`src/rtl/modulo_mef_contagem_duzias.sv`:
```
// Dozen-counting FSM: counts sealed bottles per carton, tracks cork stock, drives eb/ro upstream.
// Optional macro DUZIAS_BCD_EN adds a 3-digit BCD copy of the completed-carton count.
module modulo_mef_contagem_duzias #(
    parameter int unsigned GARRAFAS_POR_CX = 12,
    parameter int unsigned ROLHAS_MAX      = 100,
    parameter int unsigned ROLHAS_RECARGA  = 15,
    parameter int unsigned ROLHAS_INICIAL  = 0,
    parameter int unsigned DUZIAS_W        = 8
) (
    input  logic                clk,
    input  logic                rst,
    input  logic                enable,
    input  logic                ve,
    input  logic                cx,
    input  logic                rec,
    output logic                eb,
    output logic                ro,
    output logic                troca_cx,
    output logic                erro,
    output logic [3:0]          garrafas,
    output logic [DUZIAS_W-1:0] duzias,
    output logic [6:0]          rolhas
`ifdef DUZIAS_BCD_EN
    ,
    output logic [11:0]         duzias_bcd
`endif
);

    localparam logic [1:0] ST_SEM_CAIXA = 2'd0;
    localparam logic [1:0] ST_CONTANDO  = 2'd1;
    localparam logic [1:0] ST_CHEIA     = 2'd2;

    localparam logic [3:0] GARRAFAS_FIM = 4'(GARRAFAS_POR_CX);
    localparam logic [7:0] MAX_8        = 8'(ROLHAS_MAX);
    localparam logic [7:0] RECARGA_8    = 8'(ROLHAS_RECARGA);
    localparam logic [6:0] INICIAL_7    = 7'(ROLHAS_INICIAL);

    logic [1:0]          state_q, state_d;
    logic [3:0]          garrafas_q, garrafas_d;
    logic [DUZIAS_W-1:0] duzias_q, duzias_d;
    logic [6:0]          rolhas_q, rolhas_d;
    logic                erro_q, erro_d;
    logic                ve_prev_q, rec_prev_q;

    logic                seal_ev, refill_ev, seal_ok;
    logic [7:0]          rolhas_sum;

    assign seal_ev   = ve & ~ve_prev_q;
    assign refill_ev = rec & ~rec_prev_q;
    assign seal_ok   = enable && seal_ev && (state_q == ST_CONTANDO) && (rolhas_q != '0);

    // Seal and refill fold into one sum; seal_ok guarantees rolhas_q>0 so no underflow.
    assign rolhas_sum = {1'b0, rolhas_q} + (refill_ev ? RECARGA_8 : 8'd0) - {7'd0, seal_ok};

`ifdef DUZIAS_BCD_EN
    logic [11:0] bcd_q, bcd_d;

    function automatic logic [11:0] bcd_inc(input logic [11:0] v);
        logic [11:0] r;
        r = v;
        if (v[3:0] != 4'd9) begin
            r[3:0] = v[3:0] + 4'd1;
        end else begin
            r[3:0] = 4'd0;
            if (v[7:4] != 4'd9) begin
                r[7:4] = v[7:4] + 4'd1;
            end else begin
                r[7:4]  = 4'd0;
                r[11:8] = (v[11:8] != 4'd9) ? v[11:8] + 4'd1 : 4'd0;
            end
        end
        return r;
    endfunction

    assign duzias_bcd = bcd_q;
`endif

    always_comb begin
        state_d    = state_q;
        garrafas_d = garrafas_q;
        duzias_d   = duzias_q;
        rolhas_d   = rolhas_q;
        erro_d     = erro_q;
`ifdef DUZIAS_BCD_EN
        bcd_d      = bcd_q;
`endif
        if (enable) begin
            if (seal_ev && !seal_ok) begin
                erro_d = 1'b1;
            end
            rolhas_d = (rolhas_sum > MAX_8) ? MAX_8[6:0] : rolhas_sum[6:0];

            case (state_q)
                ST_SEM_CAIXA: begin
                    if (cx) begin
                        state_d    = ST_CONTANDO;
                        garrafas_d = '0;
                    end
                end
                ST_CONTANDO: begin
                    // A counted seal defers any cx=0 exit to the next edge.
                    if (seal_ok) begin
                        garrafas_d = garrafas_q + 4'd1;
                        if (garrafas_q + 4'd1 == GARRAFAS_FIM) begin
                            state_d = ST_CHEIA;
                        end
                    end else if (!cx) begin
                        state_d = ST_SEM_CAIXA;
                    end
                end
                ST_CHEIA: begin
                    if (!cx) begin
                        state_d    = ST_SEM_CAIXA;
                        duzias_d   = duzias_q + 1'b1;
                        garrafas_d = '0;
`ifdef DUZIAS_BCD_EN
                        bcd_d      = bcd_inc(bcd_q);
`endif
                    end
                end
                default: state_d = ST_SEM_CAIXA;
            endcase
        end
    end

    always_ff @(posedge clk or posedge rst) begin
        if (rst) begin
            state_q    <= ST_SEM_CAIXA;
            garrafas_q <= '0;
            duzias_q   <= '0;
            rolhas_q   <= INICIAL_7;
            erro_q     <= 1'b0;
            ve_prev_q  <= 1'b0;
            rec_prev_q <= 1'b0;
`ifdef DUZIAS_BCD_EN
            bcd_q      <= '0;
`endif
        end else begin
            state_q    <= state_d;
            garrafas_q <= garrafas_d;
            duzias_q   <= duzias_d;
            rolhas_q   <= rolhas_d;
            erro_q     <= erro_d;
            ve_prev_q  <= ve;
            rec_prev_q <= rec;
`ifdef DUZIAS_BCD_EN
            bcd_q      <= bcd_d;
`endif
        end
    end

    assign eb       = (state_q != ST_CONTANDO);
    assign troca_cx = (state_q == ST_CHEIA);
    assign ro       = (rolhas_q != '0);
    assign erro     = erro_q;
    assign garrafas = garrafas_q;
    assign duzias   = duzias_q;
    assign rolhas   = rolhas_q;

endmodule

```
`config.mk`:
```
export PLATFORM = sky130hd
export DESIGN_NAME = modulo_mef_contagem_duzias
export DESIGN_NICKNAME = d
export VERILOG_FILES = /design/src/rtl/modulo_mef_contagem_duzias.sv
export SDC_FILE = /design/constraint.sdc
export NUM_CORES = 1
export LEC_CHECK = 0
export ABC_CLOCK_PERIOD_IN_PS = 9600
export CAP_MARGIN = 10
export CORE_MARGIN = 5
export CORE_UTILIZATION = 25
export CTS_CLUSTER_SIZE = 40
export DETAILED_ROUTE_END_ITERATION = 10
export SETUP_SLACK_MARGIN = 0.5
export SYNTH_ARGS = -nofsm -noshare
export SYNTH_HDL_FRONTEND = slang
export SYNTH_SLANG_ARGS = --single-unit
```
`constraint.sdc`:
```
create_clock -name clk -period 9.6 [get_ports clk]
set_input_delay 0.96 -clock clk [delete_from_list [all_inputs] [get_ports clk]]
set_output_delay 0.96 -clock clk [all_outputs]
set_load 0.005 [all_outputs]
```
==> results.yml <==
final_layout:
  final_layout_size_suffix_gt1_share_pct: 6.12
  final_area_mm2: 0.00205
  num_antenna_cells: 0
  final_cells: 273
  fillers: 640
  nNetsFinal: 219
  area_delta_synth_final_pct: 25.3
sta:
  maxSlewHeadroom_pct: 40.0
  finalSetupViolations: 0
  drv_slew: 0
  rsz0062_at_grt: "false"
  setup_slack_ns: 5.51
  clock.fmax_mhz: 244
  hold_viol: 0
  skew_ns: 0.00480
  finalCritPeriodShare_pct: 42.6
  final.min_clock_period_ns: 4.09
  worstMarginPinSlew_ns: 0.899
  timing.hold.ws_ns: 0.479
  fin_tns_setup_ns: 0
place:
  dp_hpwl_um: 2820
  dpl.cell_count: 269
  portBuffers: 28
  gp_congestion: 0.817
  post-place-ws_ns: 5.23
  place_area_mm2: 0.00197
grt:
  grt_pass1_vias: 1306
  grt_overflow: 0
  grt_max_degree: 25
  antenna_found_initial: 0
  grt.total_usage_pct: 9.06
  grt_pass1_wl_um: 6140
synthesis:
  ys.flop_type: "dfrtp_1"
  syn_inst: 169
  synth-edff-count: 0
  ys_ff_latch: 24
  yosysWarnings: 0
  synth.most_common_cell: "dfrtp_1"
  yosysSeqAreaShare_pct: 36.8
  netlist_top_cells_area: "dfrtp_1 37%, ha_1 11%, inv_1 4.1%, a22o_1 3.8%, xnor2_1 3.8%"
  synth_top_area_share_pct: 36.8
  synth_common_cells: "24 x dfrtp_1, 18 x inv_1, 15 x ha_1"
  synthArstFlopShare_pct: 100
  avgSynthCellArea_um2: 9.66
  yosys.area.top_type: "dfrtp_1"
  synthDistinctLibCells: 48
  netlist_area_mm2: 0.00163
  synth_nets: 191
critical_path:
  cp.arrival_ns: 4.24
  crit_type: "input pin to flop"
  startpoint: "enable"
  crit_end: "rolhas[2]$_DFFE_PP0P_"
  worst_ep_required_time_ns: 9.75
  worstPathMaxFanout: 7
  critPathCaptureType: "flop"
  rr_startpoint: "rolhas[4]$_DFFE_PP0P_"
  ff2ff_path_depth: 16
  reg2reg_to: "rolhas[2]$_DFFE_PP0P_"
  start_kind: "input pin"
  rrSetupSlack_ns: 5.91
clock_network:
  ctsHtreeMaxLevel: 1
  cts_sinks: 24
  cts-buffers-inserted: 3
  cts_tree: "done"
  clockRootBuffer: "clkbuf_8"
  ctsHoldBuffers: 0
  cts_post_setup_buffers_inserted: 0
  cts_buffer_depth: 2
  cts_resized: 0
  clk_latency_ns: 0.28
  path_clk_slew_ns: 0.09
floorplan:
  placeableCoreArea_mm2: 0.00635
  start_util_pct: 25.7
  die_h_um: 90.8
  io_pins: 29
  rows: 29
  die_w_um: 90.8
  die_area_mm2: 0.00825
route:
  drt_wl_total_um: 3600
  wl_per_cell_um: 13.2
  drc: 0
  final_antenna_net_count: 0
  drtPass1Iterations: 4
  vias: 1326
  drtIter0Drc: 49
  vias_per_cell: 4.86
power:
  p_leak_nw: 0.935
  ir_drop_v: 0.0000859
  p_per_area_mw_per_mm2: 241
min_path:
  worstHoldPathType: "flop to flop"
  hp-start: "duzias[7]$_DFFE_PP0P_"
run_status:
  status: "finished, final reports clean"
flow_run:
  cap_violations: 0
## stage by stage
step / utilization, % / total power [mW]
2_1_floorplan: - / 0.342
3_3_place_gp: 31.1 / 0.404
3_5_place_dp: 31.1 / 0.407
4_1_cts: 32.2 / 0.498
5_1_grt: 32.2 / 0.538
6_report: 32.2 / 0.494
## kinds of logic (layout without fill, tap and decap cells)
logic type,Yosys count,in the layout,share of synthesized area (%)
AOI/OAI and AO/OA,46,46,20.5
xor gates and xnor gates,13,13,6.97
DFF,24,24,36.8
muxes,2,2,1.30
adders and majority gates,16,16,12.7
and+or+nand+nor,41,41,14.5
buffers and inverters,27,54,7.20
## state kept, by name, summed over array words and instances, names as in the netlist
register / count
duzias: 8
erro: 1
rolhas: 7
garrafas: 4
rec_prev_q: 1
state_q: 2
ve_prev_q: 1
## cells in the final DEF, fill, tap and decap left out, types with 2 or more instances in the layout
master            n
a21o_1            3
a21oi_1           8
a22o_1            7
a31o_1            2
a31oi_1           3
clkbuf_8          3
clkdlybuf4s50_1  28
dfrtp_1          24
ha_1             15
inv_1            18
inv_2             4
nand2_1           7
nand2b_1          5
nand3_1           3
nand4_1           2
nor2_1            8
nor2b_1           3
nor3_1            2
nor3b_1           2
o211ai_1          2
o21a_1            2
o21ai_0           2
o21ai_1           4
o21bai_1          3
o31a_1            2
or3_1             2
xnor2_1           7
xor2_1            6
## critical path, stage by stage
cell             delay, ns
clkdlybuf4s50_1       0.55
nand3b_1              0.12
nand2b_1              0.22
inv_2                 0.16
ha_1                  0.25
inv_1                 0.06
ha_1                  0.19
inv_1                 0.07
fa_1                  0.46
xor2_1                0.21
o21bai_1              0.17
o211a_1               0.18
a31oi_1               0.06
a311oi_2              0.46
a22oi_1               0.13
## final cells by class
class,instances,area (um2),share of cell area [%]
Timing Repair Buffer,28,280,13.7
Multi-Input combinational cell,118,915,44.7
Tap cell,77,96.3,4.71
Clock inverter,1,30.0,1.47
Clock buffer,3,41.3,2.02
Sequential cell,24,601,29.4
Inverter,22,82.6,4.04
## layer usage
layer  wire (um)  vias to the layer above  global-route usage [%]
li1            -                      654                       -
met1        1670                      634                    11.5
met2        1680                       33                    14.9
met3         171                        5                    1.67
met4          75                        0                    4.03
met5           0                        -                       0
## report_power, final
group | total (mW) | switching, mW | leakage [nW] | internal (mW)
logic | 0.273 | 0.141 | 0.591 | 0.131
clock network | 0.0905 | 0.0346 | 0.0357 | 0.0559
registers | 0.131 | 0.0155 | 0.308 | 0.115
## worst min-delay path by stage
stage,to,cells past startpoint,slack [ns]
2_1_floorplan,erro$_DFFE_PP0P_,1,0.47
3_3_place_gp,duzias[7]$_DFFE_PP0P_,1,0.46
3_5_place_dp,duzias[7]$_DFFE_PP0P_,1,0.46
4_1_cts,duzias[7]$_DFFE_PP0P_,1,0.48
5_1_grt,duzias[7]$_DFFE_PP0P_,1,0.50
6_report,duzias[7]$_DFFE_PP0P_,1,0.48
Note: power is estimated with default switching activity, not from simulation.
